<file path="config.mk">
export PLATFORM = sky130hd
export DESIGN_NAME = alu_result_stage
export DESIGN_NICKNAME = d
export VERILOG_FILES = /design/src/rtl/alu_result_stage.sv
export SDC_FILE = /design/constraint.sdc
export NUM_CORES = 1
export LEC_CHECK = 0
export CORE_ASPECT_RATIO = 1.1
export CORE_MARGIN = 4
export CORE_UTILIZATION = 25
export DETAILED_ROUTE_END_ITERATION = 10
export PLACE_DENSITY = 0.48
export SLEW_MARGIN = 20
export SYNTH_ARGS = -nofsm -noshare
export SYNTH_HDL_FRONTEND = slang
export SYNTH_SLANG_ARGS = --single-unit
</file>
<file path="constraint.sdc">
create_clock -name clock -period 3.5 [get_ports clock]
set_input_delay 0.35 -clock clock [delete_from_list [all_inputs] [get_ports clock]]
set_output_delay 0.35 -clock clock [all_outputs]
set_load 0.03 [all_outputs]
</file>
<file path="src/rtl/alu_result_stage.sv">
// alu_result_stage: multi-cycle capture stage that sits directly after the ALU.
// Latency: Z captured ALU_WAIT (or MULDIV_WAIT for mul/div) edges after start; mul/div add one COMMIT cycle for HI/LO.
// Backpressure: none; start is ignored while busy and requests are never queued.
//
// Ports:
//   clock       - system clock, all state updates on the rising edge
//   clear       - synchronous active-high reset, aborts any operation in flight
//   start       - request; accepted only in IDLE or DONE
//   opcode      - ALU opcode, held stable by upstream until done
//   alu_c       - 64-bit combinational ALU result
//   busy        - high while in WAIT or COMMIT
//   done        - one-cycle completion pulse
//   illegal_op  - qualifies done when the accepted opcode was illegal
//   z_hi, z_lo  - captured Z register pair
//   hi_out, lo_out - HI/LO registers, written only by mul/div
//
// Optional build macro ALU_RESULT_FLAGS_EN adds zero_flag / neg_flag outputs,
// registered at the Z capture edge.

module alu_result_stage #(
  parameter int unsigned ALU_WAIT    = 1,
  parameter int unsigned MULDIV_WAIT = 4
) (
  input  logic        clock,
  input  logic        clear,
  input  logic        start,
  input  logic [4:0]  opcode,
  input  logic [63:0] alu_c,
  output logic        busy,
  output logic        done,
  output logic        illegal_op,
  output logic [31:0] z_hi,
  output logic [31:0] z_lo,
  output logic [31:0] hi_out,
  output logic [31:0] lo_out
`ifdef ALU_RESULT_FLAGS_EN
  ,
  output logic        zero_flag,
  output logic        neg_flag
`endif
);

  // Counter only ever holds W-1 down to 0, so size it for the larger wait.
  localparam int unsigned MAX_WAIT = (ALU_WAIT > MULDIV_WAIT) ? ALU_WAIT : MULDIV_WAIT;
  localparam int unsigned CNT_W    = $clog2(MAX_WAIT + 1);

  localparam logic [CNT_W-1:0] ALU_LOAD    = CNT_W'(ALU_WAIT - 1);
  localparam logic [CNT_W-1:0] MULDIV_LOAD = CNT_W'(MULDIV_WAIT - 1);
  localparam logic [CNT_W-1:0] CNT_ONE     = CNT_W'(1);

  localparam logic [4:0] OP_MUL = 5'b01111;
  localparam logic [4:0] OP_DIV = 5'b10000;

  typedef enum logic [1:0] {
    S_IDLE   = 2'd0,
    S_WAIT   = 2'd1,
    S_COMMIT = 2'd2,
    S_DONE   = 2'd3
  } state_t;

  state_t             state_q;
  logic [CNT_W-1:0]   cnt_q;
  logic [4:0]         op_q;
  logic [63:0]        z_q;
  logic [31:0]        hi_q;
  logic [31:0]        lo_q;
  logic               busy_q;
  logic               done_q;
  logic               illegal_q;
`ifdef ALU_RESULT_FLAGS_EN
  logic               zero_q;
  logic               neg_q;
  logic               zero_d;
  logic               neg_d;
`endif

  logic               accept;
  logic               op_legal;
  logic               op_muldiv_in;
  logic               op_muldiv_q;
  logic [CNT_W-1:0]   cnt_load_d;

  // IDLE and DONE are the only non-busy states, so acceptance is possible in both;
  // accepting in DONE gives back-to-back operation without an idle bubble.
  assign accept = start && ((state_q == S_IDLE) || (state_q == S_DONE));

  // Legal ranges are 3..10 and 12..18; 11 is a hole in the ALU encoding.
  assign op_legal = ((opcode >= 5'd3)  && (opcode <= 5'd10)) ||
                    ((opcode >= 5'd12) && (opcode <= 5'd18));

  assign op_muldiv_in = (opcode == OP_MUL) || (opcode == OP_DIV);
  assign op_muldiv_q  = (op_q   == OP_MUL) || (op_q   == OP_DIV);

  assign cnt_load_d = op_muldiv_in ? MULDIV_LOAD : ALU_LOAD;

`ifdef ALU_RESULT_FLAGS_EN
  // Mul/div results are full 64-bit quantities for zero detection; single-word ops
  // only own the low half. Sign comes from the product MSB for mul, and from the
  // low word otherwise (quotient sign for div).
  always_comb begin
    zero_d = 1'b0;
    neg_d  = 1'b0;
    if (op_muldiv_q) begin
      zero_d = (alu_c == 64'd0);
    end else begin
      zero_d = (alu_c[31:0] == 32'd0);
    end
    if (op_q == OP_MUL) begin
      neg_d = alu_c[63];
    end else begin
      neg_d = alu_c[31];
    end
  end
`endif

  always_ff @(posedge clock) begin
    if (clear) begin
      state_q   <= S_IDLE;
      cnt_q     <= '0;
      op_q      <= '0;
      z_q       <= '0;
      hi_q      <= '0;
      lo_q      <= '0;
      busy_q    <= 1'b0;
      done_q    <= 1'b0;
      illegal_q <= 1'b0;
`ifdef ALU_RESULT_FLAGS_EN
      zero_q    <= 1'b0;
      neg_q     <= 1'b0;
`endif
    end else begin
      case (state_q)
        S_IDLE, S_DONE: begin
          if (accept) begin
            op_q <= opcode;
            if (op_legal) begin
              state_q   <= S_WAIT;
              cnt_q     <= cnt_load_d;
              busy_q    <= 1'b1;
              done_q    <= 1'b0;
              illegal_q <= 1'b0;
            end else begin
              // Illegal ops short-circuit to DONE; Z/HI/LO are left untouched.
              state_q   <= S_DONE;
              busy_q    <= 1'b0;
              done_q    <= 1'b1;
              illegal_q <= 1'b1;
            end
          end else begin
            state_q   <= S_IDLE;
            busy_q    <= 1'b0;
            done_q    <= 1'b0;
            illegal_q <= 1'b0;
          end
        end

        S_WAIT: begin
          if (cnt_q != '0) begin
            cnt_q <= cnt_q - CNT_ONE;
          end else begin
            // Result has settled: capture all 64 bits, upper half included.
            z_q <= alu_c;
`ifdef ALU_RESULT_FLAGS_EN
            zero_q <= zero_d;
            neg_q  <= neg_d;
`endif
            if (op_muldiv_q) begin
              state_q <= S_COMMIT;
            end else begin
              state_q <= S_DONE;
              busy_q  <= 1'b0;
              done_q  <= 1'b1;
            end
          end
        end

        S_COMMIT: begin
          // For div the ALU packs remainder high and quotient low, so the
          // same split serves both mul and div.
          hi_q    <= z_q[63:32];
          lo_q    <= z_q[31:0];
          state_q <= S_DONE;
          busy_q  <= 1'b0;
          done_q  <= 1'b1;
        end

        default: begin
          state_q   <= S_IDLE;
          busy_q    <= 1'b0;
          done_q    <= 1'b0;
          illegal_q <= 1'b0;
        end
      endcase
    end
  end

  assign busy       = busy_q;
  assign done       = done_q;
  assign illegal_op = illegal_q;
  assign z_hi       = z_q[63:32];
  assign z_lo       = z_q[31:0];
  assign hi_out     = hi_q;
  assign lo_out     = lo_q;
`ifdef ALU_RESULT_FLAGS_EN
  assign zero_flag  = zero_q;
  assign neg_flag   = neg_q;
`endif

endmodule

</file>
==> summary.md, run 1 <==
| Metric | Value |
|---|---|
| Outcome | completed |
| Post-cts resize count | 0 |
| Power per cell area | 736 nW/um2 |
| Drt total wl | 15.5 mm |
| CTS hold repair buffers | 0 |
| Min cycle time layout | 2210 ps |
| Clock power frac | 0.323 |
| FF-to-FF Start | state_q[1]$_SDFFE_PP0P_ |
| RSZ-0062 raised after global routing | no |
| WP buf/inv | 2 |
| Total power draw | 0.00589 W |
| Leakage | 2.84 nW |
| Count of final setup violators | 0 |
| Row count | 54 |
| Antenna Cells | 0 |
| Placed instance area | 7380 um2 |
| Fin Setup TNS | 0 ps |
| First-pass GRT wire length | 23.8 mm |
| Grt met3 use | 0.0526 |
| Clock root buffer | clkbuf_16 |
| CTS buffer count | 17 |
| Sw Ratio | 0.348 |
| Worst Path Max Fanout | 43 |
| GRT met1 Usage | 0.158 |
| DRC viols | 0 |
| Worst setup margin | 1290 ps |
| Synth Instances | 577 |
| Post-synth EDFFs | 0 |
| Rel. slew slack | 0.445 |
| Synth cell count leaders | dfxtp_1, nand2_1, a21oi_1 |
| Critical Path RT | 3840 ps |
| Crit path kind | register to register |
| Fraction of registers with async set/reset | 0 |
| Worst-margin pin slew | 833 ps |
| H-tree depth | 4 |
| TritonCTS clock tree | built |
| Vias in the first global route | 4,532 |
| Setup Fix Bufs, Post-CTS | 0 |
| Clock-pin slew on the worst setup and hold paths | 60 ps |
| Number of distinct library cells after synthesis | 32 |
| Die width | 145 um |
| Met2 Use GR | 0.212 |
| Fin area | 8000 um2 |
| Worst Path Arrival | 2550 ps |
| Drt first pass iters | 6 |
| Ys Warns | 0 |
| Vias per std cell | 4.43 |
| Gr usage total | 0.131 |
| VDD IR max | 0.352 mV |
| Via Count | 4,563 |
| Synth Cell Area | 5140 um2 |
| # port buffers | 202 |
| Final net count | 840 |
| Area Overhead vs Synth | 55.7% |
| Initial antenna violation count | 0 |
| Total grt overflow | 0 |
| Most used routing layer | met2 |
| Most common cell in the netlist | dfxtp_1 |
| Worst setup path start | state_q[1]$_SDFFE_PP0P_ |
| Die H | 158 um |
| Min-delay src | clear |
| Synth Net Count | 653 |
| Internal power | 0.00384 W |
| Sequential share of the synthesized area | 0.549 |
| CP Capture Type | register |
| Final Max Tran Viols | 0 |
| Seq cells post-synth | 141 |
| Worst path max stage delay | 820 ps |
| Routability cong. | 0.764 |
| Critical Path Start Type | register |
| Remaining antenna violation count | 0 |
| Hold WC Path Type | input pin to register |
| Wire length per cell | 15.1 um |
| Starting Density | 0.257 |
| Tcrit/Tclk final | 0.632 |
| Mean Syn Cell Area | 8.90 um2 |
| # Max-Cap Violations | 0 |
| Largest area contributor in the netlist | dfxtp_1 |
| Core Region | 20,000 um2 |
| Psw | 0.00205 W |
| DP HPWL | 10.8 mm |
| Largest net degree at the start of global routing | 75 |
| Area share of the leading cell type in the synthesized netlist | 0.549 |
| Worst-Skew Late Latency | 410 ps |
| Pre-CTS setup slack | 1250 ps |
| Combinational share of power | 0.335 |
| CP top delay family | simple AND/OR/NAND/NOR gates |
| Crit-path slowest cell | and3b_2 |
| Main area contributors after synthesis | dfxtp_1, mux2i_1, nand2_1, a21oi_1, nor2_1 |
| Max clock buf depth | 2 |
| Worst-path cell chain | inv_1 > ha_1 > and3b_2 > buf_4 > nand2_1 > a21oi_1 |
| Fmax | 452 MHz |
| Final Hold Vio Count | 0 |
| Top_reg_cell synth | dfxtp_1 |
| Clock Sinks | 141 |
| Die area | 22,900 um2 |
| Num ports | 203 |
| Worst clock skew | 11.3 ps |
| Flop pwr share | 0.341 |
| First-iteration detailed-routing DRC count | 141 |
| Layout cells sized above 1 | 0.0502 |
-- final cells by class --
type | instances | area, um2
multi-input combinational | 391 | 2150
clock buffer | 20 | 437
fill | 2032 | 12000
timing repair buffer | 208 | 2080
inverter | 5 | 18.8
sequential | 141 | 2820
tap | 252 | 315
clock inverter | 12 | 183
-- power by group through the flow --
| stage | Clock [W] | Sequential, W | Combinational (W) |
|---|---|---|---|
| 6_report | 0.00190 | 0.00201 | 0.00197 |
| 2_1_floorplan | 0 | 0.00241 | 0.000861 |
| 3_3_place_gp | 0 | 0.00204 | 0.00198 |
| 4_1_cts | 0.00197 | 0.00202 | 0.00200 |
| 3_5_place_dp | 0 | 0.00205 | 0.00200 |
| 5_1_grt | 0.00203 | 0.00205 | 0.00214 |
-- kinds of logic (layout without fill, tap and decap cells) --
kind of cell | after synthesis | count (layout) | share of synthesized area
AND/OR/NAND/NOR | 232 | 232 | 0.183
flip-flops | 141 | 141 | 0.549
AO/OA/AOI/OAI | 88 | 88 | 0.0926
multiplexers | 67 | 67 | 0.131
buffers and inverters | 45 | 245 | 0.0351
adder cells (fa/ha/maj) | 4 | 4 | 0.00974
-- state kept, by name (all words and copies together), names as in the netlist, 2 cells and up --
| register | count |
|---|---|
| z_q | 64 |
| hi_out | 32 |
| op_q | 5 |
| state_q | 2 |
| lo_out | 32 |
| cnt_q | 3 |
-- metrics by stage --
stage	utilization	hold slack, ps	cells
after floorplan	-	444	577
after global placement	0.369	457	997
after detailed placement	0.369	460	997
after CTS	0.400	456	1029
after global routing	0.400	482	1029
final	0.400	465	1029
-- placed cells by master (no fill, tap or decap), types with 5 or more instances in the layout --
cell             synthesis  routed
a21oi_1                 73      73
mux2i_1                 67      67
dfxtp_1                141     141
clkdlybuf4s50_1          0     201
clkbuf_16                0      17
nand3_1                  8       8
nand2_1                140     140
inv_1                    5       5
buf_4                    0       6
nor2_1                  67      67
-- routing by layer --
| metal | vias up | wire length, um |
|---|---|---|
| li1 | 2282 | - |
| met3 | 17 | 1320 |
| met5 | - | 0 |
| met4 | 0 | 207 |
| met2 | 158 | 7150 |
| met1 | 2106 | 6840 |
-- path summary, 6_finish.rpt --
check                                          endpoint  slack [ps]  cells after the start
worst max-delay path               z_q[31]$_SDFFE_PP0P_        1290                      6
worst min register to register     op_q[0]$_SDFFE_PP0P_         470                      2
worst max register to register     z_q[31]$_SDFFE_PP0P_        1290                      6
worst min-delay path            lo_out[15]$_SDFFE_PP0P_         460                      2
Note: power is estimated with default switching activity, not from simulation.
==> inputs of run 2 (changes only) <==
- PLACE_DENSITY: 0.48 -> 0.5
- clock period: 3.5 -> 2 ns (I/O delays scaled with it)
==> summary.md, run 2 (synthesis gave the netlist of run 1 again) <==
| Metric | Value |
|---|---|
| Remaining antenna violation count | 0 (unchanged) |
| Clock root buffer | clkbuf_16 |
| Leakage | 2.90 nW (+2.1%) |
| Clock Sinks | 141 (unchanged) |
| Vias in the first global route | 4,693 (+3.6%) |
| First-pass GRT wire length | 24.3 mm (+2.3%) |
| Tcrit/Tclk final | 0.875 (+0.243) |
| CP Capture Type | register |
| Die width | 145 um (unchanged) |
| Commonest non-fill, non-tap cells in the layout | clkdlybuf4s50_1, dfxtp_1, nand2_1, a21oi_1 |
| Total grt overflow | 0 (unchanged) |
| Fill cell count | 2,003 (-1.4%) |
| TritonCTS clock tree | built |
| Worst Path Max Fanout | 49 (+14%) |
| Final Hold Vio Count | 0 (unchanged) |
| Final Max Tran Viols | 0 (unchanged) |
| Total power draw | 0.0105 W (+79%) |
| Layout cells sized above 1 | 0.0564 (+0.00622) |
| Worst-margin pin slew | 695 ps (-138 ps) |
| RSZ-0062 raised after global routing | no |
| Vias per std cell | 4.50 (+1.4%) |
| # Max-Cap Violations | 0 (unchanged) |
| Crit path kind | register to register |
| Commonest non-fill, non-tap cell in the layout | clkdlybuf4s50_1 |
| Outcome | completed |
| Fmax | 571 MHz (+26%) |
| Wire length per cell | 15.1 um (-0.12%) |
| DP HPWL | 10.8 mm (-0.14%) |
| Worst clock skew | 9.40 ps (-1.95 ps) |
| Antenna Cells | 0 (unchanged) |
| Max clock buf depth | 2 (unchanged) |
| H-tree depth | 4 (unchanged) |
| Via Count | 4,639 (+1.7%) |
| Drt first pass iters | 4 (-2) |
| Hold Path Cell Cnt | 2 (unchanged) |
| CTS buffer count | 17 (unchanged) |
| Area taken by multi-input logic gates | 2150 um2 (unchanged) |
| Setup Fix Bufs, Post-CTS | 0 (unchanged) |
| Clock-pin slew on the worst setup and hold paths | 60 ps (about the same) |
| DRC viols | 0 (unchanged) |
| Max reg flops | 64 (unchanged) |
| Top reg by flops | z_q |
| Num ports | 203 (unchanged) |
| Gr usage total | 0.134 (+0.00309) |
| Placed instance area | 7460 um2 (+1.1%) |
| Final hold slack | 317 ps (-148 ps) |
| Largest net degree at the start of global routing | 63 (-16%) |
| Drt total wl | 15.5 mm (+0.17%) |
| Hold WC Path Type | input pin to register |
| Count of final setup violators | 0 (unchanged) |
| Routability cong. | 0.762 (-0.26%) |
| Final std cells w/o fill | 1,032 (+0.29%) |
| Critical Path Start Type | register |
| FF+latch area | 2820 um2 (unchanged) |
| Worst-Skew Late Latency | 410 ps (about the same) |
| Die H | 158 um (unchanged) |
| Die area | 22,900 um2 (unchanged) |
| R2R depth | 7 (+1) |
| Row count | 54 (unchanged) |
| CTS hold repair buffers | 0 (unchanged) |
| # port buffers | 202 (unchanged) |
| Worst Path Arrival | 2090 ps (-460 ps) |
| First-iteration detailed-routing DRC count | 159 (+13%) |
| Post-cts resize count | 0 (unchanged) |
| Final net count | 844 (+0.48%) |
| Rel. slew slack | 0.537 (+0.0921) |
| Placed insts | 1,001 (+0.40%) |
| Area Overhead vs Synth | 57.8% |
| Fin area | 8110 um2 (+1.3%) |
| VDD IR max | 0.551 mV (+57%) |
| Fin Setup TNS | 0 ps (unchanged) |
| Core Region | 20,000 um2 (unchanged) |
| Min cycle time layout | 1750 ps (-462 ps) |
| Initial antenna violation count | 0 (unchanged) |
| Critical Path RT | 2340 ps (-1500 ps) |
| Starting Density | 0.257 (unchanged) |
| Power per cell area | 1300 nW/um2 (+77%) |
-- run 2: critical path, stage by stage (launching register included) --
cell and delay, ps:
dfxtp_1 330, inv_1 70, ha_1 240, nand3b_1 190, buf_12 280, buf_4 310, nand2_1 80, a21oi_1 150
-- run 2: power by group --
group          internal [W]  switching (W)
registers           0.00322       0.000298
clock network       0.00222        0.00122
logic               0.00148        0.00211
total               0.00692        0.00362
-- run 2: cell type report --
| class | instances | area share |
|---|---|---|
| timing repair buffer | 212 | 0.266 |
| clock buffer | 18 | 0.0529 |
| inverter | 5 | 0.00232 |
| tap | 252 | 0.0389 |
| sequential | 141 | 0.348 |
| multi-input combinational | 391 | 0.265 |
| clock inverter | 13 | 0.0265 |
-- run 2: routing by layer --
metal | share of wire | global-route usage | vias up
li1 | - | - | 2292
met1 | 0.44 | 0.165 | 2169
met2 | 0.46 | 0.214 | 167
met3 | 0.091 | 0.0601 | 11
met4 | 0.0096 | 0.0360 | 0
met5 | 0 | 0 | -
-- run 2: final timing paths --
path / start / end / slack (ps)
setup reg to reg: cnt_q[0]$_SDFFE_PP0P_ / z_q[10]$_SDFFE_PP0P_ / 250
setup / recovery: cnt_q[0]$_SDFFE_PP0P_ / z_q[10]$_SDFFE_PP0P_ / 250
hold / removal: clear / lo_out[20]$_SDFFE_PP0P_ / 320
hold reg to reg: z_q[11]$_SDFFE_PP0P_ / z_q[11]$_SDFFE_PP0P_ / 470
-- run 2: per-stage QoR --
stage | utilization | setup slack [ps]
after floorplan | - | 439
after global placement | 0.373 | 128
after detailed placement | 0.373 | 31.9
after CTS | 0.405 | 229
after global routing | 0.405 | 79.7
final | 0.405 | 249
==> inputs of run 3 (changes only) <==
- CORE_UTILIZATION: 25 -> 39
- PLACE_DENSITY: 0.5 -> 0.73
==> summary.md, run 3 (synthesis gave the netlist of run 1 again) <==
| Metric | Value |
|---|---|
| # port buffers | 202 (unchanged) |
| Total grt overflow | 0 (unchanged) |
| Via Count | 4,711 (+1.6%) |
| # Max-Cap Violations | 0 (unchanged) |
| Clock root buffer | clkbuf_16 |
| Antenna Cells | 0 (unchanged) |
| Area Overhead vs Synth | 53.8% |
| Worst-margin pin slew | 506 ps (-189 ps) |
| CTS buffer count | 17 (unchanged) |
| DP HPWL | 10.2 mm (-4.9%) |
| Num ports | 203 (unchanged) |
| Critical Path Start Type | register |
| Worst Path Max Fanout | 14 (-71%) |
| Setup Fix Bufs, Post-CTS | 0 (unchanged) |
| Largest net degree at the start of global routing | 64 (+1.6%) |
| Outcome | completed |
| Commonest non-fill, non-tap cell in the layout | clkdlybuf4s50_1 |
| Sw Ratio | 0.356 (+0.0128) |
| Starting Density | 0.403 (+0.146) |
| Fmax | 580 MHz (+1.6%) |
| Hold WC Path Type | input pin to register |
| Worst-path cell chain | inv_1 > ha_4 > nand2_1 > o21ba_1 > o21ai_0 > o32ai_1 |
| Vias per std cell | 5.02 (+12%) |
| RSZ-0062 raised after global routing | no |
| Flop pwr share | 0.350 (+0.016) |
| Initial antenna violation count | 0 (unchanged) |
| Drt first pass iters | 5 (+1) |
| Core Region | 12,800 um2 (-36%) |
| Gr usage total | 0.195 (+0.0614) |
| Wire length per cell | 15.6 um (+3.7%) |
| Max clock buf depth | 2 (unchanged) |
| Worst path max stage delay | 360 ps (+30 ps) |
| Die width | 117 um (-19%) |
| Final net count | 845 (+0.12%) |
| Placed instance area | 7350 um2 (-1.5%) |
| Fin area | 7900 um2 (-2.6%) |
| Internal power | 0.00643 W (-7.0%) |
| Final Max Tran Viols | 0 (unchanged) |
| Final Hold Vio Count | 0 (unchanged) |
| Die H | 128 um (-19%) |
| Clock-pin slew on the worst setup and hold paths | 60 ps (about the same) |
| Worst-Skew Late Latency | 420 ps (about the same) |
| Psw | 0.00356 W (-1.6%) |
| Fin Setup TNS | 0 ps (unchanged) |
| Max reg flops | 64 (unchanged) |
| Top reg by flops | z_q |
| Worst clock skew | 7.64 ps (-1.76 ps) |
| Min cycle time layout | 1720 ps (-27.6 ps) |
| WP buf/inv | 1 (-2) |
| First-iteration detailed-routing DRC count | 291 (+83%) |
| H-tree depth | 4 (unchanged) |
| Commonest non-fill, non-tap cells in the layout | clkdlybuf4s50_1, dfxtp_1, nand2_1, a21oi_1 |
| Combinational share of power | 0.363 (+0.023) |
| Layout cells sized above 1 | 0.0588 (+0.00241) |
| CP Capture Type | register |
| Vias in the first global route | 4,808 (+2.5%) |
| DRC viols | 0 (unchanged) |
| Routability cong. | 0.790 (+3.7%) |
| Clock Sinks | 141 (unchanged) |
| First-pass GRT wire length | 23.9 mm (-1.7%) |
| Count of final setup violators | 0 (unchanged) |
| Rel. slew slack | 0.663 (+0.126) |
| VDD IR max | 0.608 mV (+10%) |
| Final std cells w/o fill | 939 (-9.0%) |
| Remaining antenna violation count | 0 (unchanged) |
| Drt total wl | 14.7 mm (-5.6%) |
| CTS hold repair buffers | 0 (unchanged) |
| Post-cts resize count | 0 (unchanged) |
| Critical Path RT | 2270 ps (-70 ps) |
| Die area | 15,100 um2 (-34%) |
| Row count | 43 (-20%) |
| Clock power frac | 0.286 (-0.040) |
| Placed insts | 907 (-9.4%) |
| Worst Path Arrival | 2000 ps (-90 ps) |
| Power per cell area | 1270 nW/um2 (-2.6%) |
| TritonCTS clock tree | built |
| CP top delay family | compound AO/OA/AOI/OAI gates |
| Leakage | 2.85 nW (-1.7%) |
| Tcrit/Tclk final | 0.862 (-0.0138) |
| Crit-path slowest cell | dfxtp_1 |
| Crit path kind | register to register |
[run 3: changes by cell type in the layout (fill, tap and decap cells not counted), sizes merged]
| cell | delta |
|---|---|
| clkbuf | +4 |
| clkinv | -1 |
| bufinv | -5 |
| clkinvlp | +4 |
| buf | +1 |
| inv | -1 |
[run 3: worst reg2reg max path: stages, from the launching register on]
cell and delay [ps]:
dfxtp_1 360, inv_1 90, ha_4 300, nand2_1 170
o21ba_1 220, o21ai_0 300, o32ai_1 160
[run 3: area by class of cell]
| class | count | area, um2 |
|---|---|---|
| Multi-Input combinational cell | 391 | 2150 |
| Tap cell | 157 | 196 |
| Inverter | 5 | 18.8 |
| Timing Repair Buffer | 213 | 2160 |
| Clock buffer | 22 | 484 |
| Fill cell | 1072 | 4850 |
| Clock inverter | 10 | 63.8 |
| Sequential cell | 141 | 2820 |
[run 3: path summary, 6_finish.rpt]
| path | start | end | slack (ps) | depth (start not counted) |
|---|---|---|---|---|
| worst max-delay path | state_q[0]$_SDFFE_PP0P_ | cnt_q[0]$_SDFFE_PP0P_ | 280 | 6 |
| worst min register to register | z_q[60]$_SDFFE_PP0P_ | z_q[60]$_SDFFE_PP0P_ | 470 | 2 |
| worst min-delay path | clear | lo_out[23]$_SDFFE_PP0P_ | 230 | 2 |
| worst max register to register | state_q[0]$_SDFFE_PP0P_ | cnt_q[0]$_SDFFE_PP0P_ | 280 | 6 |
[run 3: per-stage QoR]
step                total power, W  worst slack [ps]  hold WS, ps  utilization
floorplan                  0.00572               439          336            -
global placement           0.00714               164          455        0.576
detailed placement         0.00721              12.0          463        0.576
CTS                         0.0101               258          206        0.619
global route                0.0105               117          239        0.619
finish                      0.0100               277          232        0.619
[run 3: power groups by stage]
stage	combinational, W	sequential [W]	clock, W
3_3_place_gp	0.00360	0.00354	0
2_1_floorplan	0.00151	0.00421	0
3_5_place_dp	0.00365	0.00356	0
5_1_grt	0.00390	0.00356	0.00308
4_1_cts	0.00366	0.00351	0.00294
6_report	0.00363	0.00350	0.00286
[run 3: routing by layer]
metal / GRT usage / part of all wire / wire length (um)
met5: 0 / 0 / 0
met4: 0.0766 / 0.021 / 306
met3: 0.0927 / 0.096 / 1410
met2: 0.326 / 0.47 / 6850
met1: 0.219 / 0.42 / 6110
